### config.mk
export PLATFORM = sky130hd
export DESIGN_NAME = mem_stage
export DESIGN_NICKNAME = d
export VERILOG_FILES = /design/src/rtl/mem_stage.sv
export SDC_FILE = /design/constraint.sdc
export NUM_CORES = 1
export LEC_CHECK = 0
export CAP_MARGIN = 25
export CORE_UTILIZATION = 45
export DETAILED_ROUTE_END_ITERATION = 16
export MAX_ROUTING_LAYER = met4
export PLACE_DENSITY_LB_ADDON = 0.12
export SYNTH_ARGS = -nofsm -noshare
export SYNTH_HDL_FRONTEND = slang
export SYNTH_SLANG_ARGS = --single-unit
export TNS_END_PERCENT = 30
### constraint.sdc
create_clock -name clk -period 4.5 [get_ports clk]
set_clock_uncertainty 0.1 [all_clocks]
set_input_delay 0.9 -clock clk [delete_from_list [all_inputs] [get_ports clk]]
set_output_delay 0.9 -clock clk [all_outputs]
set_load 0.05 [all_outputs]
### src/rtl/mem_stage.sv
// Memory-access stage: issues one load/store beat on the data-memory handshake,
// formats load data and presents one writeback record per accepted instruction.
module mem_stage #(
   parameter int WIDTH   = 32,
   parameter int TIMEOUT = 15
) (
   input  logic             clk,
   input  logic             rst,
   input  logic             valid_in,
   output logic             ready_out,
   input  logic [5:0]       instr_in,
   input  logic [WIDTH-1:0] alu_out,
   input  logic [WIDTH-1:0] rs2,
   input  logic [4:0]       rd,
   input  logic [31:0]      pc,
   output logic             mem_req,
   output logic             mem_we,
   output logic [31:0]      mem_addr,
   output logic [31:0]      mem_wdata,
   output logic [3:0]       mem_wstrb,
   input  logic             mem_ready,
   input  logic [31:0]      mem_rdata,
   output logic             wb_valid,
   output logic             wb_we,
   output logic [4:0]       wb_rd,
   output logic [WIDTH-1:0] wb_data,
   output logic             err_misalign,
   output logic             err_timeout
);
   localparam logic [5:0] i_lui  = 6'd0,  i_auipc = 6'd1,  i_jal  = 6'd2,  i_jalr = 6'd3;
   localparam logic [5:0] i_beq  = 6'd4,  i_bne   = 6'd5,  i_blt  = 6'd6,  i_bge  = 6'd7;
   localparam logic [5:0] i_bltu = 6'd8,  i_bgeu  = 6'd9;
   localparam logic [5:0] i_lb   = 6'd10, i_lh    = 6'd11, i_lw   = 6'd12, i_lbu  = 6'd13;
   localparam logic [5:0] i_lhu  = 6'd14, i_sb    = 6'd15, i_sh   = 6'd16, i_sw   = 6'd17;
   localparam logic [5:0] i_addi = 6'd18, i_and   = 6'd36;

   typedef enum logic [1:0] {S_IDLE, S_MEM, S_DONE} state_t;

   typedef struct packed {
      logic [5:0]       op;
      logic [WIDTH-1:0] a;
      logic [WIDTH-1:0] d;
      logic [4:0]       rd;
      logic [31:0]      pc;
   } rec_t;

   state_t           state;
   rec_t             rec_q, cur;
   logic [3:0]       cnt;
   logic             is_load, is_store, misalign;
   logic [3:0]       strb;
   logic [31:0]      wdata, lane_b, lane_h;
   logic [WIDTH-1:0] res_d;
   logic             res_we;

   assign ready_out = (state == S_IDLE);

   // Decode from the live inputs while idle, from the captured record otherwise.
   always_comb begin
      cur = rec_q;
      if (state == S_IDLE) begin
         cur.op = instr_in;
         cur.a  = alu_out;
         cur.d  = rs2;
         cur.rd = rd;
         cur.pc = pc;
      end
      is_load  = cur.op inside {i_lb, i_lh, i_lw, i_lbu, i_lhu};
      is_store = cur.op inside {i_sb, i_sh, i_sw};
      misalign = 1'b0;
      strb     = 4'b0000;
      wdata    = 32'd0;
      case (cur.op)
         i_lh, i_lhu: misalign = cur.a[0];
         i_lw:        misalign = |cur.a[1:0];
         i_sb: begin
            strb  = 4'b0001 << cur.a[1:0];
            wdata = {4{cur.d[7:0]}};
         end
         i_sh: begin
            misalign = cur.a[0];
            strb     = 4'b0011 << cur.a[1:0];
            wdata    = {2{cur.d[15:0]}};
         end
         i_sw: begin
            misalign = |cur.a[1:0];
            strb     = 4'b1111;
            wdata    = cur.d[31:0];
         end
         default: ;
      endcase

      lane_b = mem_rdata >> {cur.a[1:0], 3'b000};
      lane_h = mem_rdata >> {cur.a[1], 4'b0000};
      res_d  = cur.a;
      res_we = 1'b0;
      case (cur.op)
         i_lb:        begin res_d = {{(WIDTH-8){lane_b[7]}}, lane_b[7:0]};    res_we = 1'b1; end
         i_lbu:       begin res_d = {{(WIDTH-8){1'b0}}, lane_b[7:0]};         res_we = 1'b1; end
         i_lh:        begin res_d = {{(WIDTH-16){lane_h[15]}}, lane_h[15:0]}; res_we = 1'b1; end
         i_lhu:       begin res_d = {{(WIDTH-16){1'b0}}, lane_h[15:0]};       res_we = 1'b1; end
         i_lw:        begin res_d = WIDTH'(mem_rdata);                        res_we = 1'b1; end
         i_jal, i_jalr: begin res_d = WIDTH'(cur.pc + 32'd4);                 res_we = 1'b1; end
         default:     res_we = cur.op inside {i_lui, i_auipc, [i_addi:i_and]};
      endcase
      if (cur.rd == 5'd0 || misalign) res_we = 1'b0;
   end

   always_ff @(posedge clk) begin
      if (rst) begin
         state        <= S_IDLE;
         rec_q        <= '0;
         cnt          <= '0;
         mem_req      <= 1'b0;
         mem_we       <= 1'b0;
         mem_addr     <= '0;
         mem_wdata    <= '0;
         mem_wstrb    <= '0;
         wb_valid     <= 1'b0;
         wb_we        <= 1'b0;
         wb_rd        <= '0;
         wb_data      <= '0;
         err_misalign <= 1'b0;
         err_timeout  <= 1'b0;
      end else begin
         case (state)
            S_IDLE: if (valid_in) begin
               rec_q <= cur;
               cnt   <= '0;
               if ((is_load || is_store) && !misalign) begin
                  state     <= S_MEM;
                  mem_req   <= 1'b1;
                  mem_we    <= is_store;
                  mem_addr  <= {cur.a[31:2], 2'b00};
                  mem_wdata <= wdata;
                  mem_wstrb <= strb;
               end else begin
                  state        <= S_DONE;
                  wb_valid     <= 1'b1;
                  wb_we        <= res_we;
                  wb_rd        <= cur.rd;
                  wb_data      <= res_d;
                  err_misalign <= misalign;
               end
            end
            S_MEM: begin
               if (mem_ready || cnt == 4'(TIMEOUT - 1)) begin
                  state       <= S_DONE;
                  mem_req     <= 1'b0;
                  mem_we      <= 1'b0;
                  mem_wstrb   <= '0;
                  wb_valid    <= 1'b1;
                  wb_we       <= res_we && mem_ready;
                  wb_rd       <= cur.rd;
                  wb_data     <= res_d;
                  err_timeout <= !mem_ready;
               end else begin
                  cnt <= cnt + 4'd1;
               end
            end
            S_DONE: begin
               state        <= S_IDLE;
               wb_valid     <= 1'b0;
               err_misalign <= 1'b0;
               err_timeout  <= 1'b0;
            end
            default: state <= S_IDLE;
         endcase
      end
   end
endmodule

==> results of run 1 <==
[kinds of logic (layout without fill, tap and decap cells)]
logic type | Yosys count | in the layout
buffers and inverters | 139 | 348
and+or+nand+nor | 695 | 695
other | 1 | 2
muxes | 65 | 65
adders and majority gates | 3 | 3
AOI/OAI and AO/OA | 379 | 379
xor gates and xnor gates | 30 | 30
DFF | 222 | 222
[flip-flops by register name, summed over array words and instances (netlist names), 2 cells and up]
register,count
state,2
rec_q,107
mem_wdata,32
cnt,4
mem_addr,30
mem_wstrb,4
wb_rd,5
wb_data,32
[layout by cell type (no fill, tap or decap), drive strengths merged, types with 20 or more instances in the layout]
cell / synthesis / routed
clkdlybuf4s50: 0 / 251
o22ai: 21 / 21
buf: 41 / 40
clkbuf: 84 / 33
and3: 25 / 25
a21oi: 176 / 176
nor2: 59 / 59
nand2: 439 / 439
o21ai: 33 / 33
nand3: 21 / 21
o211ai: 20 / 20
nor3: 72 / 72
dfxtp: 222 / 222
mux2i: 56 / 56
[final cells by class]
class	instances	area (um^2)
clock inverters	10	165
clock buffers	33	726
multi-input cells	1174	6610
repair buffers	291	2870
flip-flops and latches	222	4440
well taps	330	413
fillers	2348	9980
inverters	14	55.1
[metal layers]
metal / track usage / routed length, um / up-vias
li1: - / - / 5836
met1: 0.399 / 17100 / 5817
met2: 0.497 / 18900 / 519
met3: 0.0390 / 3170 / 68
met4: 0.0909 / 1090 / 0
met5: - / 0 / -
[tightest hold or removal path, cell delays in order (launching register included)]
cell and delay [ns]:
dfxtp_1 0.30, nand2_1 0.05, a21oi_1 0.05
[worst paths after layout]
| path | endpoint | slack (ns) | cells past startpoint |
|---|---|---|---|
| setup reg to reg | wb_data[31] | 0.53 | 8 |
| hold / removal | mem_addr[6] | 0.35 | 2 |
| hold reg to reg | mem_addr[6] | 0.35 | 2 |
| setup / recovery | wb_data[31] | 0.53 | 8 |
[report_power, final]
group          switching [mW]  leakage, nW  internal (mW)
registers               0.242         1.82           2.29
logic                    2.36         3.48           1.22
clock network           0.856        0.445           1.36
total                    3.46         5.74           4.88
==> out/metrics.csv, run 1 <==
stage,metric,value,unit
power_and_ir_drop,Design Power,8.34,mW
yosys,compound-gate portion of the synthesized area,0.213,
placement,final RePlAce weighted congestion,0.994,
yosys,total number of yosys warnings,0,
routing,Via density,5.90,
critical_path,critical path type,flop to flop,
timing,Final TNS setup,0,ns
critical_path,Buf/Inv on CP,1,
cts,Clock Latency Late Sink,0.54,ns
worst_hold_path,type of the tightest min-delay check,flop to flop,
timing,Fmax achieved,252,MHz
yosys,Yosys cell types,76,
critical_path,crit-path leading delay family,compound AO/OA/AOI/OAI gates,
cts,setup repair bufs after CTS,0,
yosys,number of enable flip-flop cells after synthesis,0,
yosys,share of the synthesized area in the top cell type,0.383,
routing,final WL,40.3,mm
critical_path,CP Capture Type,flop,
run_status,status,"finished, final reports clean",
critical_path,Crit Path Max Fanout,28,
floorplan,# rows,58,
cells_and_area,share of the core filled with cells,0.605,
yosys,largest family of logic cells by synthesized area,simple AND/OR/NAND/NOR gates,
floorplan,die width,163,um
routing,DRT Pass-1 Iters,6,
yosys,most numerous cell in the Yosys netlist,nand2_1,
routing,routed via count,12240,
timing,"Slew Viols, Final",0,
placement,DP HPWL,28.3,mm
yosys,Synth Area per Inst,7.57,um^2
yosys,Post-Synthesis Cells,1534,
yosys,synth cell count leaders,"nand2_1, dfxtp_1, a21oi_1",
yosys,post-synthesis mux area share,0.0570,
yosys,Synth area leader,dfxtp_1,
critical_path,CP Data Required Time,4.83,ns
timing,post-route setup slack,0.527,ns
cts,clock buffer count from CTS,25,
floorplan,Initial Util,0.460,
job,max-cap check violation count,0,
yosys,simple-gate portion of the synthesized area,0.269,
cts,Clock transition at path regs,0.06,ns
routing,Post-DRT Antenna Nets,0,
global_route,total track usage,0.307,
cts,Max clock buf depth,3,
power_and_ir_drop,"IR drop worst, VDD",0.000488,V
cells_and_area,"Design Area, Final",15300,um^2
global_route,global-route wire length before repair,62.4,mm
critical_path,largest stage delay on the critical path,0.70,ns
timing,RSZ-0062 raised after global routing,no,
global_route,gr ovfl total,0,
routing,drt wl/cell,19.4,um
critical_path,crit path launch,state[1],
cts,Post-CTS Hold Fix Bufs,0,
critical_path,Crit-path slowest cell,o21ai_1,
yosys,async set-or-reset flop fraction in the synthesized netlist,0,
cts,clock sink count,222,
critical_path,critical path arrival,4.31,ns
placement,# placed instances,2031,
timing,final period utilization,0.883,
power_and_ir_drop,Pleak,5.74,nW
timing,Tmin final,3.97,ns
cells_and_area,Final nets,1874,
critical_path,"Critical Path, Cell by Cell",or2_2 > inv_4 > mux2i_1 > nor3_2 > o21a_1 > o21ai_1 > nand2_2 > o32ai_1,
yosys,synthesized flop and latch total,222,
yosys,Synth Area in XOR/XNOR,0.0226,
cts,htree depth,1,
cts,Root Buffer,clkbuf_16,
floorplan,die height,163,um
timing,final hold slack,0.353,ns
yosys,Synth Cell Area,11600,um^2
critical_path,CP startpoint kind,flop,
cells_and_area,Layout Cells excl Fill,2074,
routing,drt drc,0,
yosys,ys flop type,dfxtp_1,
routing,DR iter-0 viols,1320,
timing,Worst-Margin Slew,0.859,ns
timing,endpoints failing hold,0,
cts,CTS tree,done,
cells_and_area,P&R area growth vs syn,31.6,%
placement,Placed Area,14400,um^2
cells_and_area,share of layout cells above drive strength 1,0.0665,
worst_hold_path,start point of the worst hold path,mem_addr[6],
floorplan,I/O Pins,255,
global_route,initial antenna violation count,0,
global_route,largest net degree at the start of global routing,110,
yosys,post-synthesis adder-cell area fraction,0.00323,
placement,pre-CTS setup slack,0.262,ns
cells_and_area,antenna cells,0,
timing,Rel. slew slack,0.423,
cts,post-CTS sizing,0,
global_route,vias in the first global route,11116,
yosys,sequential fraction of the synthesis area,0.383,
yosys,Synth area leaders,"dfxtp_1, nand2_1, a21oi_1, mux2i_1, nor3_1",
floorplan,die area,26400,um^2
critical_path,reg2reg start,state[1],
timing,count of final setup violators,0,
floorplan,core area,25300,um^2
power_and_ir_drop,Pwr Density,546,nW/um^2
placement,Port Buf Inserts,252,
Note: power is estimated with default switching activity, not from simulation.
==> run 2, diff against run 1 <==
- CORE_ASPECT_RATIO: not set -> 0.75
- CORE_MARGIN: not set -> 5
- CORE_UTILIZATION: 45 -> 46
==> out/metrics.csv, run 2 (synthesized netlist as in run 1, its figures left out) <==
stage,metric,value,unit,change
routing,DRT Pass-1 Iters,6,,unchanged
floorplan,I/O Pins,255,,unchanged
timing,final period utilization,0.910,,+0.0273
timing,"Slew Viols, Final",0,,unchanged
timing,Worst-Margin Slew,1.06,ns,+0.200 ns
power_and_ir_drop,"IR drop worst, VDD",0.000347,V,-29%
cts,setup repair bufs after CTS,0,,unchanged
critical_path,CP Data Required Time,4.83,ns,about the same
worst_hold_path,type of the tightest min-delay check,flop to flop,,
timing,Rel. slew slack,0.294,,-0.129
cts,Post-CTS Hold Fix Bufs,0,,unchanged
cts,clock sink count,222,,unchanged
critical_path,critical path type,flop to flop,,
placement,DP HPWL,29.8,mm,+5.2%
cells_and_area,Final nets,1872,,-0.11%
power_and_ir_drop,Pleak,5.72,nW,-0.31%
routing,drt drc,0,,unchanged
placement,final RePlAce weighted congestion,0.953,,-4.1%
critical_path,CP startpoint kind,flop,,
routing,final WL,42.8,mm,+6.3%
floorplan,core area,24900,um^2,-1.4%
timing,Final TNS setup,0,ns,unchanged
power_and_ir_drop,Design Power,8.43,mW,+1.1%
placement,Placed Area,14400,um^2,about the same
global_route,total track usage,0.292,,-0.0148
global_route,global-route wire length before repair,65.9,mm,+5.6%
power_and_ir_drop,Pwr Density,552,nW/um^2,+1.1%
timing,Tmin final,4.10,ns,+0.123 ns
routing,DR iter-0 viols,1468,,+11%
routing,Via density,5.86,,-0.67%
placement,pre-CTS setup slack,0.0879,ns,-0.174 ns
cells_and_area,"commonest non-fill, non-tap cell in the layout",nand2_1,,
global_route,vias in the first global route,11212,,+0.86%
floorplan,die height,148,um,-9.2%
timing,endpoints failing hold,0,,unchanged
timing,post-route setup slack,0.405,ns,-0.123 ns
cells_and_area,Largest regs,"rec_q: 107 flops, mem_wdata: 32 flops, wb_data: 32 flops",,
floorplan,die area,28500,um^2,+8.0%
placement,Port Buf Inserts,252,,unchanged
cts,CTS tree,done,,
cells_and_area,"commonest cells after routing, fill and taps aside","nand2_1, clkdlybuf4s50_1, dfxtp_1",,
routing,Post-DRT Antenna Nets,0,,unchanged
timing,RSZ-0062 raised after global routing,no,,
cts,Root Buffer,clkbuf_16,,
run_status,status,"finished, final reports clean",,
job,max-cap check violation count,0,,unchanged
global_route,initial antenna violation count,1,,+1
cells_and_area,Layout Cells excl Fill,2083,,+0.43%
cells_and_area,share of layout cells above drive strength 1,0.0665,,unchanged
cells_and_area,share of the core filled with cells,0.614,,+0.00893
routing,drt wl/cell,20.6,um,+5.9%
cells_and_area,largest reg by FF count,rec_q,,
cts,post-CTS sizing,0,,unchanged
cells_and_area,"Design Area, Final",15300,um^2,about the same
critical_path,CP Capture Type,flop,,
timing,final hold slack,0.353,ns,-0.0000670 ns
placement,# placed instances,2038,,+0.34%
floorplan,Initial Util,0.466,,+0.00656
cts,clock buffer count from CTS,24,,-4.0%
global_route,largest net degree at the start of global routing,204,,+85%
critical_path,Crit Path Max Fanout,58,,+110%
timing,Fmax achieved,244,MHz,-3.0%
cts,Clock transition at path regs,0.06,ns,about the same
cts,Clock Latency Late Sink,0.54,ns,about the same
floorplan,die width,193,um,+19%
cells_and_area,P&R area growth vs syn,31.7,%,about the same
cells_and_area,number of flip-flops under the largest register name,107,,unchanged
timing,count of final setup violators,0,,unchanged
routing,routed via count,12211,,-0.24%
critical_path,critical path arrival,4.42,ns,+0.11 ns
cts,Max clock buf depth,3,,unchanged
global_route,gr ovfl total,0,,unchanged
floorplan,# rows,50,,-14%
cts,htree depth,1,,unchanged
## run 2: per-layer routing
layer  wire [um]  up-vias  track usage
li1            -     5832            -
met1       20300     5716        0.442
met2       17700      596        0.402
met3        3750       67       0.0545
met4        1030        0       0.0630
met5           0        -            -
## run 2: final cells by class
class / count / area (um^2)
fill: 2267 / 9610
multi-input combinational: 1174 / 6610
sequential: 222 / 4440
timing repair buffer: 290 / 2870
clock buffer: 27 / 622
tap: 338 / 423
clock inverter: 17 / 262
inverter: 14 / 55.1
antenna: 1 / 2.50
## run 2: final timing paths
kind         cells after the start  slack, ns  startpoint          end
min                              2       0.35   rec_q[41]    rec_q[41]
max                              9       0.40    state[1]  wb_data[31]
min reg2reg                      2       0.35   rec_q[41]    rec_q[41]
max reg2reg                      9       0.40    state[1]  wb_data[31]
## run 2: worst max-delay path: stages, from the launching register on
cell and delay, ns:
dfxtp_1 0.40, buf_4 0.52, nor4_1 0.12, a31oi_1 0.54, buf_4 0.28, nor3_2 0.07, o21a_1 0.26, o21ai_1 0.64
nand2_2 0.62, o32ai_1 0.39
## run 2: power by group
group / internal, mW / switching [mW]
logic: 1.23 / 2.49
registers: 2.29 / 0.203
clock network: 1.35 / 0.870
total: 4.87 / 3.56
==> run 3, diff against run 2 <==
- RECOVER_POWER: not set -> 25
==> out/metrics.csv, run 3 (synthesized netlist as in run 1, its figures left out) <==
stage,metric,value,unit,change
cells_and_area,Final nets,1872,,unchanged
floorplan,core area,24900,um^2,unchanged
timing,"Slew Viols, Final",0,,unchanged
cts,post-CTS sizing,0,,unchanged
timing,endpoints failing hold,0,,unchanged
cts,Max clock buf depth,3,,unchanged
routing,routed via count,12295,,+0.69%
timing,final period utilization,0.930,,+0.0198
critical_path,largest stage delay on the critical path,0.72,ns,+0.08 ns
cells_and_area,"commonest cells after routing, fill and taps aside","nand2_1, dfxtp_1, clkdlybuf4s50_1",,
cells_and_area,number of flip-flops under the largest register name,107,,unchanged
global_route,vias in the first global route,11212,,unchanged
global_route,met1 Use GR,0.442,,unchanged
cells_and_area,Filler cells,2267,,unchanged
timing,Fmax achieved,239,MHz,-2.1%
timing,final hold slack,0.353,ns,-0.0000960 ns
routing,Post-DRT Antenna Nets,0,,unchanged
cts,htree depth,1,,unchanged
floorplan,# rows,50,,unchanged
power_and_ir_drop,Pwr Density,549,nW/um^2,-0.38%
cts,Root Buffer,clkbuf_16,,
cells_and_area,share of layout cells above drive strength 1,0.0665,,unchanged
timing,Worst-Margin Slew,1.07,ns,+0.0105 ns
global_route,total track usage,0.292,,unchanged
critical_path,Crit-path slowest cell,mux2i_1,,
cts,CTS tree,done,,
routing,DRT Pass-1 Iters,6,,unchanged
global_route,global-route wire length before repair,65.9,mm,unchanged
cells_and_area,Largest regs,"rec_q: 107 flops, mem_wdata: 32 flops, wb_data: 32 flops",,
floorplan,die width,193,um,unchanged
cells_and_area,P&R area growth vs syn,31.7,%,about the same
critical_path,Crit Path Max Fanout,28,,-52%
global_route,gr ovfl total,0,,unchanged
critical_path,critical path arrival,4.52,ns,+0.10 ns
cts,Clock Latency Late Sink,0.54,ns,about the same
timing,Final TNS setup,0,ns,unchanged
timing,count of final setup violators,0,,unchanged
routing,drt drc,0,,unchanged
placement,DP HPWL,29.8,mm,unchanged
worst_hold_path,type of the tightest min-delay check,flop to flop,,
cells_and_area,"commonest non-fill, non-tap cell in the layout",nand2_1,,
job,max-cap check violation count,0,,unchanged
cts,Clock transition at path regs,0.06,ns,about the same
global_route,initial antenna violation count,1,,unchanged
cts,setup repair bufs after CTS,0,,unchanged
run_status,status,"finished, final reports clean",,
critical_path,CP startpoint kind,flop,,
floorplan,die area,28500,um^2,unchanged
routing,final WL,42.9,mm,+0.15%
critical_path,CP Data Required Time,4.83,ns,about the same
routing,DR iter-0 viols,1404,,-4.4%
timing,RSZ-0062 raised after global routing,no,,
critical_path,critical path type,flop to flop,,
timing,Tmin final,4.18,ns,+0.0891 ns
critical_path,CP Capture Type,flop,,
routing,Via density,5.90,,+0.69%
critical_path,"Critical Path, Cell by Cell",or2_2 > clkinvlp_2 > mux2i_1 > nor3_2 > o21a_1 > o21ai_1 > nand2_2 > o32ai_1,,
cells_and_area,largest reg by FF count,rec_q,,
power_and_ir_drop,Pleak,5.92,nW,+3.4%
global_route,largest net degree at the start of global routing,204,,unchanged
timing,Rel. slew slack,0.287,,-0.00703
global_route,GR peak layer,met1,,
placement,final RePlAce weighted congestion,0.953,,unchanged
cts,clock buffer count from CTS,24,,unchanged
routing,drt wl/cell,20.6,um,+0.15%
global_route,routing usage on met2,0.402,,unchanged
floorplan,die height,148,um,unchanged
cts,clock sink count,222,,unchanged
placement,Port Buf Inserts,252,,unchanged
global_route,global routing usage on met3,0.0545,,unchanged
power_and_ir_drop,"IR drop worst, VDD",0.000347,V,about the same
cts,Post-CTS Hold Fix Bufs,0,,unchanged
floorplan,I/O Pins,255,,unchanged
floorplan,Initial Util,0.466,,unchanged
-- run 3: layer usage --
layer / part of all wire / wire, um
met5: 0 / 0
met2: 0.42 / 17800
met3: 0.090 / 3850
met1: 0.47 / 20300
met4: 0.021 / 881
-- run 3: final timing paths --
path | from | to | slack (ns) | cells after the start
max | state[1] | wb_data[31] | 0.32 | 8
min | rec_q[41] | rec_q[41] | 0.35 | 2
max reg2reg | state[1] | wb_data[31] | 0.32 | 8
min reg2reg | rec_q[41] | rec_q[41] | 0.35 | 2
-- run 3: power by group --
| part | switching [mW] | internal, mW |
|---|---|---|
| clock network | 0.870 | 1.35 |
| logic | 2.49 | 1.19 |
| registers | 0.199 | 2.29 |
| total | 3.56 | 4.84 |
-- run 3: critical path, delay by kind of cell (launching register included) --
kind                   cells  cell delay (ns)
and+or+nand+nor            3             1.03
muxes                      1             0.72
DFF                        1             0.41
buffers and inverters      1             0.50
AOI/OAI and AO/OA          3             1.32
-- run 3: area by class of cell --
class,count,area (um^2),area share
multi-input cells,1174,6610,0.432
clock inverters,17,262,0.0171
clock buffers,27,622,0.0407
flip-flops and latches,222,4440,0.291
inverters,14,53.8,0.00352
well taps,338,423,0.0277
diodes,1,2.50,0.000164
repair buffers,290,2870,0.188
-- run 3: stage by stage --
stage	power, mW	utilization	cells	setup WS (ns)	area, um^2
finish	8.40	0.614	2083	0.316	15300
global placement	6.17	0.578	2038	0.0995	14400
global route	8.78	0.614	2083	0.125	15300
floorplan	4.91	-	1535	0.168	11600
detailed placement	6.20	0.578	2038	0.0879	14400
CTS	8.42	0.614	2082	0.560	15300
